==> src/rtl/mem_arb_pkg.sv <==
`default_nettype none
// ============================================================================
// Module      : mem_arb_pkg
// Description : Shared definitions for the two-port memory arbiter: FSM state
//               encoding, transaction owner encoding, parameter defaults and
//               the address range check.
// Revision    : 1.0 - initial release
// ============================================================================
package mem_arb_pkg;

    // FSM state encoding
    localparam logic [1:0] c_ST_IDLE = 2'd0;
    localparam logic [1:0] c_ST_WAIT = 2'd1;
    localparam logic [1:0] c_ST_RESP = 2'd2;

    // Owner of the outstanding transaction
    localparam logic OWN_IF = 1'b0;
    localparam logic OWN_DM = 1'b1;

    // Parameter defaults
    localparam logic [63:0] c_MEM_SIZE_DEF     = 64'h2000;
    localparam int          c_TIMEOUT_DEF      = 16;
    localparam int          c_STARVE_LIMIT_DEF = 4;

    // A doubleword access is legal when all 8 bytes lie inside memory.
    // Evaluated in 65 bits so addresses near 2^64 cannot wrap into range.
    function automatic logic addr_in_range(input logic [63:0] addr,
                                           input logic [63:0] mem_size);
        return ({1'b0, addr} + 65'd8) <= {1'b0, mem_size};
    endfunction

endpackage : mem_arb_pkg
`default_nettype wire

==> src/rtl/mem_arb_pick.sv <==
`default_nettype none
// ============================================================================
// Module      : mem_arb_pick
// Description : Combinational grant choice between the fetch (IF) and data
//               (DM) requesters. DM normally wins; once DM has won
//               STARVE_LIMIT contested grants in a row, IF is forced.
// Ports       : i_if_req  - fetch request pending
//               i_dm_req  - data request pending
//               i_streak  - consecutive contested DM grants so far
//               o_grant   - at least one requester is asking
//               o_owner   - chosen owner (OWN_IF / OWN_DM)
// Revision    : 1.0 - initial release
// ============================================================================
module mem_arb_pick
    import mem_arb_pkg::*;
#(
    parameter int STARVE_LIMIT = c_STARVE_LIMIT_DEF,
    parameter int STREAK_W     = 3
) (
    input  logic                i_if_req,
    input  logic                i_dm_req,
    input  logic [STREAK_W-1:0] i_streak,
    output logic                o_grant,
    output logic                o_owner
);

    localparam logic [STREAK_W-1:0] c_STREAK_MAX = STREAK_W'(STARVE_LIMIT);

    logic w_if_starved;

    always_comb begin
        w_if_starved = i_if_req && (i_streak == c_STREAK_MAX);
        o_grant      = i_if_req | i_dm_req;
        o_owner      = OWN_IF;
        if (i_dm_req && !w_if_starved) begin
            o_owner = OWN_DM;
        end
    end

endmodule : mem_arb_pick
`default_nettype wire

==> src/rtl/mem_arbiter.sv <==
`default_nettype none
// ============================================================================
// Module      : mem_arbiter
// Description : Arbitrates a fetch port (IF, read only) and a data port (DM,
//               read/write) onto a single backend memory port with one
//               transaction outstanding. Out-of-range accesses are answered
//               with an error without touching the backend; a backend that
//               does not acknowledge within TIMEOUT cycles yields an error.
// Ports       : clk, rst                       - clock, sync active-high reset
//               if_req/if_addr                 - fetch request
//               if_ready/if_rdata/if_error     - fetch response (1-cycle strobe)
//               dm_req/dm_we/dm_addr/dm_wdata  - data request
//               dm_ready/dm_rdata/dm_error     - data response (1-cycle strobe)
//               mem_req/mem_we/mem_addr/mem_wdata - backend request (WAIT only)
//               mem_ack/mem_rdata/mem_err      - backend completion
// Revision    : 1.0 - initial release
// ============================================================================
module mem_arbiter
    import mem_arb_pkg::*;
#(
    parameter logic [63:0] MEM_SIZE     = c_MEM_SIZE_DEF,
    parameter int          TIMEOUT      = c_TIMEOUT_DEF,
    parameter int          STARVE_LIMIT = c_STARVE_LIMIT_DEF
) (
    input  logic        clk,
    input  logic        rst,
    input  logic        if_req,
    input  logic [63:0] if_addr,
    output logic        if_ready,
    output logic [63:0] if_rdata,
    output logic        if_error,
    input  logic        dm_req,
    input  logic        dm_we,
    input  logic [63:0] dm_addr,
    input  logic [63:0] dm_wdata,
    output logic        dm_ready,
    output logic [63:0] dm_rdata,
    output logic        dm_error,
    output logic        mem_req,
    output logic        mem_we,
    output logic [63:0] mem_addr,
    output logic [63:0] mem_wdata,
    input  logic        mem_ack,
    input  logic [63:0] mem_rdata,
    input  logic        mem_err
);

    localparam int                  c_CNT_W       = $clog2(TIMEOUT + 1);
    localparam int                  c_STREAK_W    = $clog2(STARVE_LIMIT + 1);
    localparam logic [c_CNT_W-1:0]    c_TIMEOUT_CNT = c_CNT_W'(TIMEOUT);
    localparam logic [c_STREAK_W-1:0] c_STREAK_MAX  = c_STREAK_W'(STARVE_LIMIT);

    logic [1:0]            r_state;
    logic [1:0]            w_state_next;
    logic                  r_owner;
    logic                  r_we;
    logic [63:0]           r_addr;
    logic [63:0]           r_wdata;
    logic [c_CNT_W-1:0]    r_cnt;
    logic [c_CNT_W-1:0]    w_cnt_inc;
    logic [c_STREAK_W-1:0] r_streak;
    logic [63:0]           r_rsp_rdata;
    logic                  r_rsp_err;

    logic                  r_if_ready;
    logic [63:0]           r_if_rdata;
    logic                  r_if_error;
    logic                  r_dm_ready;
    logic [63:0]           r_dm_rdata;
    logic                  r_dm_error;

    logic                  w_grant;
    logic                  w_pick_owner;
    logic [63:0]           w_sel_addr;
    logic                  w_sel_ok;
    logic                  w_in_wait;
    logic                  w_timeout;

    mem_arb_pick #(
        .STARVE_LIMIT (STARVE_LIMIT),
        .STREAK_W     (c_STREAK_W)
    ) u_pick (
        .i_if_req (if_req),
        .i_dm_req (dm_req),
        .i_streak (r_streak),
        .o_grant  (w_grant),
        .o_owner  (w_pick_owner)
    );

    assign w_sel_addr = (w_pick_owner == OWN_DM) ? dm_addr : if_addr;
    assign w_sel_ok   = addr_in_range(w_sel_addr, MEM_SIZE);
    assign w_cnt_inc  = r_cnt + c_CNT_W'(1);
    assign w_timeout  = (w_cnt_inc == c_TIMEOUT_CNT);
    assign w_in_wait  = (r_state == c_ST_WAIT);

    // ------------------------------------------------------------------
    // Next-state logic
    // ------------------------------------------------------------------
    always_comb begin
        w_state_next = r_state;
        case (r_state)
            c_ST_IDLE: begin
                if (w_grant) begin
                    // Illegal addresses skip the backend entirely.
                    w_state_next = w_sel_ok ? c_ST_WAIT : c_ST_RESP;
                end
            end
            c_ST_WAIT: begin
                if (mem_ack || w_timeout) begin
                    w_state_next = c_ST_RESP;
                end
            end
            c_ST_RESP: w_state_next = c_ST_IDLE;
            default:   w_state_next = c_ST_IDLE;
        endcase
    end

    always_ff @(posedge clk) begin
        if (rst) begin
            r_state <= c_ST_IDLE;
        end else begin
            r_state <= w_state_next;
        end
    end

    // ------------------------------------------------------------------
    // Transaction latches, counters and registered responses
    // ------------------------------------------------------------------
    always_ff @(posedge clk) begin
        if (rst) begin
            r_owner     <= OWN_IF;
            r_we        <= 1'b0;
            r_addr      <= '0;
            r_wdata     <= '0;
            r_cnt       <= '0;
            r_streak    <= '0;
            r_rsp_rdata <= '0;
            r_rsp_err   <= 1'b0;
            r_if_ready  <= 1'b0;
            r_if_rdata  <= '0;
            r_if_error  <= 1'b0;
            r_dm_ready  <= 1'b0;
            r_dm_rdata  <= '0;
            r_dm_error  <= 1'b0;
        end else begin
            // Response strobes are single-cycle; data is zero when not valid.
            r_if_ready <= 1'b0;
            r_if_rdata <= '0;
            r_if_error <= 1'b0;
            r_dm_ready <= 1'b0;
            r_dm_rdata <= '0;
            r_dm_error <= 1'b0;

            case (r_state)
                c_ST_IDLE: begin
                    if (w_grant) begin
                        r_owner     <= w_pick_owner;
                        r_addr      <= w_sel_addr;
                        r_cnt       <= '0;
                        r_rsp_rdata <= '0;
                        r_rsp_err   <= ~w_sel_ok;
                        if (w_pick_owner == OWN_DM) begin
                            r_we    <= dm_we;
                            r_wdata <= dm_wdata;
                            // Only contested DM wins build up the streak.
                            if (if_req && (r_streak != c_STREAK_MAX)) begin
                                r_streak <= r_streak + c_STREAK_W'(1);
                            end
                        end else begin
                            r_we     <= 1'b0;
                            r_wdata  <= '0;
                            r_streak <= '0;
                        end
                    end
                end
                c_ST_WAIT: begin
                    if (mem_ack) begin
                        r_rsp_rdata <= r_we ? 64'd0 : mem_rdata;
                        r_rsp_err   <= mem_err;
                    end else begin
                        r_cnt <= w_cnt_inc;
                        if (w_timeout) begin
                            r_rsp_rdata <= '0;
                            r_rsp_err   <= 1'b1;
                        end
                    end
                end
                c_ST_RESP: begin
                    if (r_owner == OWN_DM) begin
                        r_dm_ready <= 1'b1;
                        r_dm_rdata <= r_rsp_rdata;
                        r_dm_error <= r_rsp_err;
                    end else begin
                        r_if_ready <= 1'b1;
                        r_if_rdata <= r_rsp_rdata;
                        r_if_error <= r_rsp_err;
                    end
                end
                default: begin
                end
            endcase
        end
    end

    // ------------------------------------------------------------------
    // Outputs
    // ------------------------------------------------------------------
    assign if_ready  = r_if_ready;
    assign if_rdata  = r_if_rdata;
    assign if_error  = r_if_error;
    assign dm_ready  = r_dm_ready;
    assign dm_rdata  = r_dm_rdata;
    assign dm_error  = r_dm_error;

    // Backend port is quiet except while a transaction is in flight.
    assign mem_req   = w_in_wait;
    assign mem_we    = w_in_wait & r_we;
    assign mem_addr  = w_in_wait ? r_addr  : 64'd0;
    assign mem_wdata = w_in_wait ? r_wdata : 64'd0;

endmodule : mem_arbiter
`default_nettype wire

==> config.mk <==
export PLATFORM = sky130hd
export DESIGN_NAME = mem_arbiter
export DESIGN_NICKNAME = d
export VERILOG_FILES = /design/src/rtl/mem_arb_pkg.sv /design/src/rtl/mem_arb_pick.sv /design/src/rtl/mem_arbiter.sv
export SDC_FILE = /design/constraint.sdc
export NUM_CORES = 1
export LEC_CHECK = 0
export CAP_MARGIN = 20
export CORE_AREA = 4 4 202 204
export CTS_CLUSTER_SIZE = 24
export DETAILED_ROUTE_END_ITERATION = 12
export DIE_AREA = 0 0 206 208
export HOLD_SLACK_MARGIN = 0.05
export PLACE_DENSITY = 0.7
export SYNTH_ARGS = -nofsm -noshare
export SYNTH_HDL_FRONTEND = slang
export SYNTH_SLANG_ARGS = --single-unit
==> constraint.sdc <==
create_clock -name clk -period 10.2 [get_ports clk]
set_clock_uncertainty 0.15 [all_clocks]
set_input_delay 2.55 -clock clk [delete_from_list [all_inputs] [get_ports clk]]
set_output_delay 2.55 -clock clk [all_outputs]
set_load 0.02 [all_outputs]
### Word level (Yosys, flattened, before mapping)

Cells that the tools add are included.

* flip-flop bits (word level): 337
* bits of input ports: 263
* output and inout bits: 262
* logic and storage cells: 75

* $add $sub $neg: 3
* order comparisons: 1
* equal/unequal tests: 10
* multiplexer cells: 26
* bitwise logic cells: 5
* reduce and logical (&&, ||, !) cells: 15

Operators with widths (number)
* 64-bit two-way mux: 8
* 64-bit case mux with 2 select lines: 1
* 64-bit by 4-bit adder with 65-bit output, second input constant: 1
* 65-bit by 14-bit less-or-equal comparator with 1-bit output, second input constant: 1
* 5-bit two-way mux: 2
* 5-bit case mux with 2 select lines: 1
* 3-bit AND reduction: 3
* 1-bit two-way mux: 7
* 2-bit two-way mux: 3
* 3-bit two-way mux: 2
* 2-bit by 1-bit != test with 1-bit output, second input constant: 3
* 3-bit OR reduction: 2
* 5-bit by 1-bit adder with 5-bit output, second input constant: 1
* 5-bit == test, second input constant: 1
* 2-bit case mux with 2 select lines: 1
* 2-bit AND reduction: 2
* 3-bit by 1-bit adder with 3-bit output, second input constant: 1
* 3-bit == test, second input constant: 1
* 1-bit logical AND: 3
* 3-bit by 2-bit != test with 1-bit output, second input constant: 1
* 3-bit != test, second input constant: 1
* 1-bit NOT: 3
* 2-bit by 1-bit == test with 1-bit output, second input constant: 1
* 2-bit == test, second input constant: 1
* 9 further kinds: 9

### Depth between registers and ports, before layout

* word-level depth: 11
* depth in mapped cells: 24
* mapped depth without buffers: 17

### By module

From an unflattened synthesis, not the netlist that was laid out.

* cell total of the unflattened synthesis: 1618
* area, all modules: 14470.1 sq um

Modules (own cells, without submodules)
* mem_arbiter: instances 1, cells an instance 1615, area an instance 14451.4 sq um
* mem_arb_pick: instances 1, cells an instance 3, area an instance 18.8 sq um

### Least setup slack after synthesis

No wires, ideal clock.

* path type: input-to-reg
* start point: input port if_req
* end point: register r_rsp_err
* setup time: 120 ps
* data arrival time: 6864 ps
* path slack: 3066 ps
* stages: 22
* buffers on the path: 7
* cells stage by stage: buf_6 -> and3_4 -> nor2_1 -> buf_2 -> buf_2 -> buf_2 -> buf_4 -> buf_2 -> clkbuf_1 -> nand2_1 -> nand2_1 -> ha_1 -> nand3_1 -> or3_1 -> o22ai_2 -> a21oi_1 -> or4b_1 -> nor4_1 -> nand4_1 -> a2111o_1 -> and3b_1 -> o31ai_1

* longest elaborated chain between the ends: 10
* elaborated cells on any way between the ends: 13
* classes of those cells: 1 x add/sub; 1 x order compare; 1 x eq/ne; 4 x mux; 2 x bitwise; 4 x reduce/logical

Ends and longest elaborated chain
* from (decl): line mem_arbiter.sv:27 `input logic if_req,`
* 1-bit logical AND: line mem_arb_pick.sv:32 `w_if_starved = i_if_req && (i_streak == c_STREAK_MAX);`
* 1-bit zero test: line mem_arb_pick.sv:35 `if (i_dm_req && !w_if_starved) begin`
* 1-bit logical AND: line mem_arb_pick.sv:35
* 1-bit two-way mux: line mem_arb_pick.sv:35
* 64-bit two-way mux: line mem_arbiter.sv:90 `assign w_sel_addr = (w_pick_owner == OWN_DM) ? dm_addr : if_addr;`
* net w_sel_addr[3]: line mem_arbiter.sv:74 `logic [63:0] w_sel_addr;`
* 64-bit by 4-bit adder with 65-bit output: line mem_arb_pkg.sv:29 `return ({1'b0, addr} + 65'd8) <= {1'b0, mem_size};`
* 65-bit by 14-bit less-or-equal comparator with 1-bit output: line mem_arb_pkg.sv:29
* 1-bit NOT: line mem_arbiter.sv:161 `r_rsp_err <= ~w_sel_ok;`
* 1-bit two-way mux: line mem_arbiter.sv:156 `if (w_grant) begin`
* 1-bit case mux with 2 select lines: line mem_arbiter.sv:154 `case (r_state)`
* to (signal assigned): line mem_arbiter.sv:161
* to (signal assigned): line mem_arbiter.sv:179 `r_rsp_err <= mem_err;`
* to (decl): line mem_arbiter.sv:63 `logic r_rsp_err;`

The timed path passes the listed nets, and every way through them passes these cells. The select of a mux whose other input is x is not followed.
A chain may end at the register's enable or synchronous reset.

### Worst setup path in the final report

* start point: input port dm_req
* end point: register r_rsp_err

* longest elaborated chain between the ends: 8
* elaborated cells on any way between the ends: 11
* classes of those cells: 1 x add/sub; 1 x order compare; 1 x eq/ne; 4 x mux; 2 x bitwise; 2 x reduce/logical

Ends and longest elaborated chain
* from (decl): line mem_arbiter.sv:32 `input logic dm_req,`
* 1-bit logical AND: line mem_arb_pick.sv:35
* 1-bit two-way mux: line mem_arb_pick.sv:35
* 64-bit two-way mux: line mem_arbiter.sv:90
* net w_sel_addr[4]: line mem_arbiter.sv:74
* 64-bit by 4-bit adder with 65-bit output: line mem_arb_pkg.sv:29
* 65-bit by 14-bit less-or-equal comparator with 1-bit output: line mem_arb_pkg.sv:29
* 1-bit NOT: line mem_arbiter.sv:161
* 1-bit two-way mux: line mem_arbiter.sv:156
* 1-bit case mux with 2 select lines: line mem_arbiter.sv:154

The timed path passes the listed nets, and every way through them passes these cells. The select of a mux whose other input is x is not followed.

==> summary.md <==
The pre-antenna-repair detailed-routing pass consisted of 5 iterations. The logs give 136 MHz for the highest achievable clock rate and 87900 um for the global-route wire length before repair. The flip-flop and latch count after synthesis works out to 337. Of all nets on the critical path, the largest fanout is 66. After the first detailed-routing iteration, the DRC count stood at 975. The area growth from synthesis to layout is 46.0%.

The floorplan step set the die width to 206 um. After the last flow step, the layout net total stands at 2433. In the final layout, the share of cells above drive strength 1 is 5.11%. Synthesis produced 1712 cells. Clock tree synthesis selected as its root buffer the cell clkbuf_16. The largest family of logic cells by synthesized area is simple AND/OR/NAND/NOR gates. The proportion of netlist area held by the largest area contributor works out to 45.2%. The tools report the synthesis warning total as 0.

Setup violations remaining at the end of the flow were counted as 0. The most critical setup path has its startpoint at dm_req. CTS saw 337 sinks. After detailed routing, the number of vias per cell comes to 5.49.

After detailed routing, the number of remaining DRC violations is 0. Setup total negative slack on the finished layout was measured at 0 ps. The logs give 106 for the maximum number of pins on one net before global-route repair and 45.2% for the portion of the post-synthesis area used by sequential elements. The number of placed instances with taps included is 2651.

The number of enable-type register cells in the synthesized netlist is 0, and the arrival time at the worst endpoint is 7660 ps. The tools report the nature of the critical path startpoint as an input pin. The logs give 0 for the number of violations of the max-capacitance limit and 550 ps for the insertion delay to the later sink of the worst-skew pair. For this design the static power due to leakage is 8.05 nW.

Overall power consumption after layout is estimated at 3.20 mW. The core region is 39300 um^2. Routability-driven placement finished with a final weighted congestion of 0.930. The worst setup path is captured at a flop. A synthesized cell averages 8.71 um^2. The final layout contains routed wiring with a total length of 58800 um. The CTS H-tree depth came out at 2. The most frequently used cell type in the post-synthesis netlist is dfxtp_1. The largest total area in the synthesized netlist belongs to dfxtp_1.

The post-synthesis async set-or-reset flop share is 0%. In the synthesized netlist the dominant register cell turns out to be dfxtp_1. For the pin with the worst max-slew slack, the measured transition is 1020 ps. The reg-to-reg setup timing slack was 4930 ps; the count of cells resized by post-cts repair was 0. Summing the areas of all compound-gate instances in the mapped netlist gives 16.3% of the synthesized area.

The startpoint identified for the worst register-to-register timing path is r_streak[0]. The post-route antenna net violation count was 0; the number of CTS-inserted buffers was 38. For the max-slew violation total from the final report, the log shows 0. The logs give 0 for the total congestion overflow and 0 for the hold violation total from the final report. TritonCTS built the clock tree. The number of standard-cell rows in the floorplan came out at 73. The adder-cell share of the synthesized area is 0.336%. The worst path uses 72.3% of the clock period. The synthesized netlist devotes 1.29% of its cell area to XOR and XNOR gates. After the flow finishes, the layout carries non-filler instances totaling 2719.

The run gives 0 as the number of hold buffers added after cts. The cell area after synthesis was 14900 um^2. The number of different library cells used by synthesis comes to 75. The buffer count from post-CTS setup fixing is 0, and the via count of the first global-routing pass is 14526. The worst pin sits at a relative slew slack of 31.8%. For this configuration, the core starts out at a cell density of 38.0%. In this run the deepest clock path goes through 3 buffers. The die is 208 um tall. In this run the worst hold path is classified as flop to flop. The filler cells instantiated in the layout total 3602. Of the post-synthesis cell area, the part taken by muxes is 3.83%.

Ranked by total cell area, the synthesized netlist is headed by dfxtp_1 45%, and2_1 11%, nand2_1 4.3%, a22o_1 3.8%, nand3_1 3.5%. The routed length per placed instance is 21.6 um. The die area was 42800 um^2; the time the final worst path needs with I/O delays and setup was 7370 ps.

The run finished with clean final reports. Clock-pin slew of the registers on the worst-case setup and hold paths: 50 ps. By startpoint and endpoint, the worst setup path is classified as input pin to flop. The area fraction in and, or, nand and nor cells after synthesis came out at 29.3%.

After synthesis, the most frequently instantiated cells are 337 x dfxtp_1, 268 x and2_1, 169 x nand2_1. The required time at the endpoint of the critical path is 10490 ps, and the half-perimeter wire length of the detailed placement result is 43400 um. Global routing consumed, over all layers together, 25.9% of the routing resources. The maximum vdd drop was 0.000101 V; the number of input and output port buffers inserted was 524. The vias after detailed routing is 14936, and the number of top-level pins is 525. Setup repair after global routing left no endpoint under its margin. The tools report the initial antenna violation count as 3.

The power per cell area works out to 147 nW/um^2. In this run the most critical hold path is launched from r_wdata[17]. The post-synth net total was 1979.
logic make-up after synthesis:
family | Yosys count
xor gates and xnor gates | 22
adders and majority gates | 4
AOI/OAI and AO/OA | 343
DFF | 337
buffers and inverters | 137
and+or+nand+nor | 813
muxes | 56
cell type report:
type	instances	area (um^2)	area share (%)
inverter	11	41.3	0.190
clock buffer	54	1060	4.87
timing repair buffer	540	5360	24.6
antenna	1	2.50	0.0115
tap	525	657	3.02
clock inverter	13	221	1.02
sequential	337	6750	31.0
multi-input combinational	1238	7680	35.3
cell usage in the layout (no fill, tap or decap), types with 12 or more instances in the layout:
cell             Yosys  final
dfxtp_1            337    337
nand4_1             34     34
buf_4                3     17
o21ai_0             20     20
nand3_1            103    103
a21oi_1             97     97
o22ai_1             12     12
mux2i_1             47     47
nor2_1             101     99
nand2_1            169    168
a31oi_1             15     15
a211oi_1            45     45
a311oi_1            20     20
a22o_1              64     64
nor3_1              36     35
and2_1             268    268
clkdlybuf4s50_1      0    523
clkbuf_16            0     38
and3_1              15     15
nor4_1              18     17
path summary, 6_finish.rpt:
path	cells after the start	to
setup / recovery	18	r_rsp_err
hold reg to reg	2	r_wdata[17]
setup reg to reg	18	r_rsp_err
hold / removal	2	r_wdata[17]
flip-flops by register name (all words and copies together) (netlist names), 2 cells and up:
| signal | cells |
|---|---|
| dm_rdata | 64 |
| if_rdata | 64 |
| r_addr | 64 |
| r_rsp_rdata | 64 |
| r_wdata | 64 |
| r_cnt | 5 |
| r_streak | 3 |
| r_state | 2 |
power by group:
group / total, mW / switching (mW) / leakage, nW / internal (mW)
registers: 1.39 / 0.0258 / 2.74 / 1.36
logic: 0.412 / 0.233 / 4.69 / 0.179
clock network: 1.39 / 0.559 / 0.621 / 0.835
routing by layer:
layer / global-route usage [%] / wire length [um]
met5: 0 / 23
met4: 8.70 / 1830
met3: 6.33 / 5180
met2: 44.2 / 28300
met1: 32.1 / 23500
worst max-delay path, cell delays in order:
cell and delay [ps]:
clkdlybuf4s50_1 480, buf_4 380, inv_1 150, nor2_4 130, buf_4 570, nand2_1 130, nand2_1 110, ha_1 360
nand3_1 100, or3_1 350, o22ai_2 240, nand2_1 370, or4_1 620, a21oi_1 150, nand4_1 130, a2111o_1 440
and3b_1 220, o31ai_1 70
metrics by stage:
| stage | util, % | instance area, um^2 | hold WS, ps | worst slack (ps) |
|---|---|---|---|---|
| global route | 55.4 | 21800 | 313 | 2610 |
| finish | 55.4 | 21800 | 294 | 2830 |
| detailed placement | 52.2 | 20500 | 289 | 2370 |
| floorplan | - | 14900 | 277 | 3070 |
| global placement | 52.2 | 20500 | 284 | 2450 |
| CTS | 55.4 | 21800 | 297 | 2970 |
No activity file was read; power rests on OpenSTA's default activity.
